### src/rtl/simon_input_encoder_pkg.sv
// Shared Simon definitions: color codes, encoder state encodings and
// small helpers that map between button vectors and color codes.
package simon_input_encoder_pkg;

  typedef logic [2:0] color_t;

  localparam color_t COLOR_NONE   = 3'd0;
  localparam color_t COLOR_RED    = 3'd1;
  localparam color_t COLOR_BLUE   = 3'd2;
  localparam color_t COLOR_YELLOW = 3'd3;
  localparam color_t COLOR_GREEN  = 3'd4;

  // Button vector bit positions: [0]=U, [1]=R, [2]=D, [3]=L
  localparam int BTN_IDX_U = 0;
  localparam int BTN_IDX_R = 1;
  localparam int BTN_IDX_D = 2;
  localparam int BTN_IDX_L = 3;

  // One-hot encoder states; bit order matches the q_* flag outputs
  typedef enum logic [3:0] {
    ST_IDLE  = 4'b0001,
    ST_HELD  = 4'b0010,
    ST_DRAIN = 4'b0100,
    ST_VALID = 4'b1000
  } enc_state_e;

  // Number of buttons currently pressed (0..4)
  function automatic logic [2:0] count_pressed(input logic [3:0] btn);
    count_pressed = {2'b00, btn[0]} + {2'b00, btn[1]} +
                    {2'b00, btn[2]} + {2'b00, btn[3]};
  endfunction

  // Single pressed button to its color; anything else maps to NONE
  function automatic color_t btn_to_color(input logic [3:0] btn);
    case (btn)
      4'b0001: btn_to_color = COLOR_RED;
      4'b0010: btn_to_color = COLOR_BLUE;
      4'b0100: btn_to_color = COLOR_YELLOW;
      4'b1000: btn_to_color = COLOR_GREEN;
      default: btn_to_color = COLOR_NONE;
    endcase
  endfunction

  // Color back to the button mask that produced it
  function automatic logic [3:0] color_to_btn(input color_t color);
    case (color)
      COLOR_RED:    color_to_btn = 4'b0001;
      COLOR_BLUE:   color_to_btn = 4'b0010;
      COLOR_YELLOW: color_to_btn = 4'b0100;
      COLOR_GREEN:  color_to_btn = 4'b1000;
      default:      color_to_btn = 4'b0000;
    endcase
  endfunction

endpackage

### src/rtl/simon_input_encoder_debounce.sv
// One button: two-flop synchronizer followed by a saturating debounce
// counter. The debounced level flips only after the synchronized level
// has disagreed with it for DB_CYCLES consecutive cycles.
module simon_debounce #(
  parameter int DB_CYCLES = 16
) (
  input  logic Clk,
  input  logic Reset,
  input  logic btn_raw,
  output logic btn_level
);

  localparam int CW = $clog2(DB_CYCLES + 1);
  localparam logic [CW-1:0] CNT_LAST = CW'(DB_CYCLES - 1);
  localparam logic [CW-1:0] CNT_ONE  = CW'(1);

  logic          sync1_r;
  logic          sync2_r;
  logic          level_r;
  logic [CW-1:0] cnt_r;

  // Synchronize the raw input and count consecutive disagreeing cycles
  always_ff @(posedge Clk or posedge Reset) begin
    if (Reset) begin
      sync1_r <= 1'b0;
      sync2_r <= 1'b0;
      level_r <= 1'b0;
      cnt_r   <= {CW{1'b0}};
    end else begin
      sync1_r <= btn_raw;
      sync2_r <= sync1_r;
      if (sync2_r != level_r) begin
        if (cnt_r >= CNT_LAST) begin
          level_r <= sync2_r;
          cnt_r   <= {CW{1'b0}};
        end else begin
          cnt_r <= cnt_r + CNT_ONE;
        end
      end else begin
        cnt_r <= {CW{1'b0}};
      end
    end
  end

  assign btn_level = level_r;

endmodule

### src/rtl/simon_input_encoder.sv
// Simon input encoder: debounces the four color buttons and turns one
// clean press-and-release into a color code held until acknowledged.
// Overlapping presses are discarded with a one-cycle multi_err pulse.
module simon_input_encoder
  import simon_input_encoder_pkg::*;
#(
  parameter int DB_CYCLES = 16
) (
  input  logic       Clk,
  input  logic       Reset,
  input  logic       ON,
  input  logic       Btn_U,
  input  logic       Btn_R,
  input  logic       Btn_D,
  input  logic       Btn_L,
  input  logic       code_ack,
  output logic [2:0] color_code,
  output logic       code_valid,
  output logic       multi_err,
  output logic       q_Idle,
  output logic       q_Held,
  output logic       q_Drain,
  output logic       q_Valid
);

  logic [3:0] btn_raw_s;
  logic [3:0] btn_level_s;
  logic [2:0] pressed_cnt_s;
  logic       any_pressed_s;
  logic       other_pressed_s;

  enc_state_e state_r;
  enc_state_e state_next_s;
  color_t     code_r;
  color_t     code_next_s;
  color_t     color_code_r;
  color_t     color_next_s;
  logic       code_valid_r;
  logic       valid_next_s;
  logic       multi_err_r;
  logic       err_next_s;

  assign btn_raw_s = {Btn_L, Btn_D, Btn_R, Btn_U};

  genvar gi;
  generate
    for (gi = 0; gi < 4; gi++) begin : g_db
      simon_debounce #(.DB_CYCLES(DB_CYCLES)) u_db (
        .Clk       (Clk),
        .Reset     (Reset),
        .btn_raw   (btn_raw_s[gi]),
        .btn_level (btn_level_s[gi])
      );
    end
  endgenerate

  assign pressed_cnt_s   = count_pressed(btn_level_s);
  assign any_pressed_s   = |btn_level_s;
  // A press of anything other than the latched button
  assign other_pressed_s = |(btn_level_s & ~color_to_btn(code_r));

  // Next state and next registered outputs; ON=0 overrides everything
  always_comb begin
    state_next_s = state_r;
    code_next_s  = code_r;
    color_next_s = color_code_r;
    valid_next_s = code_valid_r;
    err_next_s   = 1'b0;
    if (!ON) begin
      state_next_s = ST_IDLE;
      code_next_s  = COLOR_NONE;
      color_next_s = COLOR_NONE;
      valid_next_s = 1'b0;
    end else begin
      case (state_r)
        ST_IDLE: begin
          if (pressed_cnt_s == 3'd1) begin
            state_next_s = ST_HELD;
            code_next_s  = btn_to_color(btn_level_s);
          end else if (pressed_cnt_s >= 3'd2) begin
            state_next_s = ST_DRAIN;
            err_next_s   = 1'b1;
          end else begin
            state_next_s = ST_IDLE;
          end
        end
        ST_HELD: begin
          if (other_pressed_s) begin
            state_next_s = ST_DRAIN;
            code_next_s  = COLOR_NONE;
            err_next_s   = 1'b1;
          end else if (!any_pressed_s) begin
            state_next_s = ST_VALID;
            color_next_s = code_r;
            valid_next_s = 1'b1;
          end else begin
            state_next_s = ST_HELD;
          end
        end
        ST_VALID: begin
          // Buttons are ignored here; only the ack matters
          if (code_ack) begin
            state_next_s = any_pressed_s ? ST_DRAIN : ST_IDLE;
            code_next_s  = COLOR_NONE;
            color_next_s = COLOR_NONE;
            valid_next_s = 1'b0;
          end else begin
            state_next_s = ST_VALID;
          end
        end
        ST_DRAIN: begin
          if (!any_pressed_s) begin
            state_next_s = ST_IDLE;
          end else begin
            state_next_s = ST_DRAIN;
          end
        end
        default: begin
          state_next_s = ST_IDLE;
          code_next_s  = COLOR_NONE;
          color_next_s = COLOR_NONE;
          valid_next_s = 1'b0;
        end
      endcase
    end
  end

  // State, latched code and registered outputs
  always_ff @(posedge Clk or posedge Reset) begin
    if (Reset) begin
      state_r      <= ST_IDLE;
      code_r       <= COLOR_NONE;
      color_code_r <= COLOR_NONE;
      code_valid_r <= 1'b0;
      multi_err_r  <= 1'b0;
    end else begin
      state_r      <= state_next_s;
      code_r       <= code_next_s;
      color_code_r <= color_next_s;
      code_valid_r <= valid_next_s;
      multi_err_r  <= err_next_s;
    end
  end

  assign color_code = color_code_r;
  assign code_valid = code_valid_r;
  assign multi_err  = multi_err_r;
  assign q_Idle     = state_r[0];
  assign q_Held     = state_r[1];
  assign q_Drain    = state_r[2];
  assign q_Valid    = state_r[3];

endmodule

### config.mk
export PLATFORM = sky130hd
export DESIGN_NAME = simon_input_encoder
export DESIGN_NICKNAME = d
export VERILOG_FILES = /design/src/rtl/simon_input_encoder_pkg.sv /design/src/rtl/simon_input_encoder_debounce.sv /design/src/rtl/simon_input_encoder.sv
export SDC_FILE = /design/constraint.sdc
export NUM_CORES = 1
export LEC_CHECK = 0
export CORE_MARGIN = 10
export CORE_UTILIZATION = 60
export DETAILED_ROUTE_END_ITERATION = 7
export PLACE_DENSITY_LB_ADDON = 0.08
export SYNTH_ARGS = -nofsm -noshare
export SYNTH_HDL_FRONTEND = slang
export SYNTH_SLANG_ARGS = --single-unit
export TNS_END_PERCENT = 5
### constraint.sdc
create_clock -name Clk -period 6.2 [get_ports Clk]
set_clock_uncertainty 0.2 [all_clocks]
set_input_delay 1.55 -clock Clk [delete_from_list [all_inputs] [get_ports Clk]]
set_output_delay 1.55 -clock Clk [all_outputs]
set_load 0.03 [all_outputs]
==> impl_metrics.json <==
{
  "internal_power_mw": 0.444,
  "cap_violations": 0,
  "clkLatencyLatePin_ps": 300,
  "fmaxAchievable_ghz": 0.294,
  "root_buffer": "clkbuf_8",
  "max_slew.worst_pin.slew_ps": 534,
  "synth_edf_count": 0,
  "sequentialPowerShare": 0.537,
  "grt_first_pass_wirelength_um": 7020,
  "grt_overflow_total": 0,
  "hp-class": "reg -> reg",
  "crit_chain": "clkdlybuf4s50_1",
  "ys.flop_type": "dfrtp_1",
  "path_clk_slew_ps": 80,
  "ys_ff_latch": 44,
  "dpl.hpwl_um": 2890,
  "p_per_area_nw_per_um2": 226,
  "yosys_warnings": 0,
  "max-vdd-ir-drop_mv": 0.174,
  "place_congestion": 0.868,
  "io_pins": 17,
  "multi_input_area_um2": 1000,
  "grt_max_degree": 45,
  "crit_family": "buffers and inverters",
  "die_w_um": 80.5,
  "design.core.area_um2": 3440,
  "vias": 1539,
  "start_kind": "flop",
  "dp_cells": 266,
  "avgRoutedWirePerCell_um": 14.2,
  "critPathSlowestCell": "clkdlybuf4s50_1",
  "cts.path.max_buffers": 2,
  "critPathCaptureType": "output port",
  "areaGrowthSynthToFinish_pct": 14.6,
  "drc": 0,
  "ant_nets": 0,
  "crit_path_max_fanout": 11,
  "avgSynthCellArea_um2": 10.7,
  "critPathKind": "reg -> out",
  "yosys.cell_types.count": 43,
  "grt_use_total": 0.136,
  "stdcell_count": 274,
  "htreeDepth": 2,
  "nets": 251,
  "period_minus_slack_ps": 3400,
  "layout_commonest_cell": "dfrtp_1",
  "die_area_um2": 6480,
  "power.switching_mw": 0.124,
  "maxSlewViolCount": 0,
  "switching_share": 0.219,
  "die_h_um": 80.5,
  "setup_tns_ps": 0,
  "layout_common_cells": "dfrtp_1 (43), nor2_1 (28), inv_1 (17), nand2_1 (16), clkdlybuf4s50_1 (16)",
  "antenna-diode-count": 0,
  "start_util": 0.638,
  "finalSetupViolations": 0,
  "num_rows": 21,
  "port-buffer-count": 16,
  "worstPathRequired_ps": 4450,
  "arrival_ps": 1650,
  "grt_pass1_vias": 1619,
  "crit_buf_inv": 1,
  "synth_nets": 230,
  "fillers": 253,
  "leakage_nw": 1.17,
  "postSynth.asyncResetShare": 1.00,
  "cts_made_buffers": 5,
  "final_min_period_over_clock_period": 0.549,
  "routed_wl_um": 3890,
  "outcome": "completed",
  "seq_area_frac_synth": 0.502,
  "viasPerCell": 5.62,
  "ctsHoldBuffers": 0,
  "numClockSinks": 44,
  "cts-resized-gates": 0,
  "cpPeakStageDelay_ps": 710,
  "antenna_found_initial": 0,
  "comb_power_share": 0.062,
  "seq_area_um2": 1100,
  "synth.cell_area_um2": 2200,
  "drt-pass1-iter-count": 4,
  "clkPwrFrac": 0.401,
  "drive_gt1_frac": 0.0833,
  "rsz0062_at_grt": "false",
  "netlist_instances": 206,
  "dr.first_iter.drc_count": 100,
  "post-cts-setup-buffers": 0,
  "relSlewSlack": 0.644,
  "cts_tree": "built",
  "hold_viol_final": 0
}
-- logic make-up after synthesis --
family / Yosys count / synth area share
flip-flops: 44 / 0.502
AO/OA/AOI/OAI: 29 / 0.0991
buffers and inverters: 20 / 0.0410
AND/OR/NAND/NOR: 84 / 0.208
XOR/XNOR: 8 / 0.0319
multiplexers: 5 / 0.0239
adder cells (fa/ha/maj): 16 / 0.0945
-- cell type report --
| cell class | count | area share |
|---|---|---|
| Clock buffer | 6 | 0.0328 |
| Inverter | 17 | 0.0253 |
| Clock inverter | 2 | 0.0154 |
| Sequential cell | 44 | 0.438 |
| Tap cell | 46 | 0.0229 |
| Multi-Input combinational cell | 142 | 0.399 |
| Timing Repair Buffer | 17 | 0.0666 |
-- sequential cells by signal, indices dropped and copies added, names as in the netlist --
register	flops
g_db.u_db.cnt_r	20
g_db.u_db.btn_level	4
g_db.u_db.sync1_r	4
g_db.u_db.sync2_r	4
state_r	4
code_r	3
color_code	3
code_valid	1
multi_err	1
-- power groups by stage --
stage	Sequential, mW	Combinational, mW	Clock, mW
final	0.305	0.0355	0.228
after global routing	0.307	0.0411	0.247
after global placement	0.309	0.0339	0
after floorplan	0.309	0.0238	0
after detailed placement	0.310	0.0362	0
after CTS	0.305	0.0366	0.235
-- layer usage --
metal	share of wire	routed length (um)	vias to the layer above	track usage
li1	-	-	750	-
met2	0.52	2020	31	0.247
met3	0.053	205	7	0.0334
met5	0	0	-	0
met1	0.41	1600	751	0.141
met4	0.015	58	0	0.0669
-- worst paths after layout --
kind	start	end	slack (ps)	cells past startpoint
min in group asynchronous	Reset	g_db[2].u_db.cnt_r[1]	1480	3
worst min register to register	g_db[1].u_db.sync1_r	g_db[1].u_db.sync2_r	150	0
worst min-delay path	g_db[1].u_db.sync1_r	g_db[1].u_db.sync2_r	150	0
worst max register to register	g_db[0].u_db.btn_level	code_r[2]	3100	11
max in group asynchronous	Reset	state_r[0]	3940	3
worst max-delay path	state_r[0]	q_Idle	2800	1
-- synth_stat cells (3+ instances only) --
master    n  area (um2)
dfrtp_1  43        1080
nor2_1   28         105
inv_1    17        63.8
nand2_1  16        60.1
ha_1     15         188
a21oi_1   7        35.0
xnor2_1   7        61.3
nor2b_1   6        37.5
and3_1    5        31.3
o21ai_1   5        25.0
a31oi_1   4        25.0
nand4_1   4        25.0
o21ai_0   4        20.0
mux2i_1   3        30.0
nand3_1   3        15.0
nor4_1    3        18.8
or2_1     3        18.8
-- per-stage QoR --
step | power [mW] | cell area [um2] | util | hold WS (ps) | setup WS, ps
floorplan | 0.333 | 2200 | - | 131 | 3320
global placement | 0.343 | 2400 | 0.696 | 134 | 3050
detailed placement | 0.347 | 2400 | 0.696 | 136 | 2990
CTS | 0.577 | 2520 | 0.731 | 155 | 2780
global route | 0.595 | 2520 | 0.731 | 167 | 2740
finish | 0.569 | 2520 | 0.731 | 153 | 2800
Note: power is estimated with default switching activity, not from simulation.
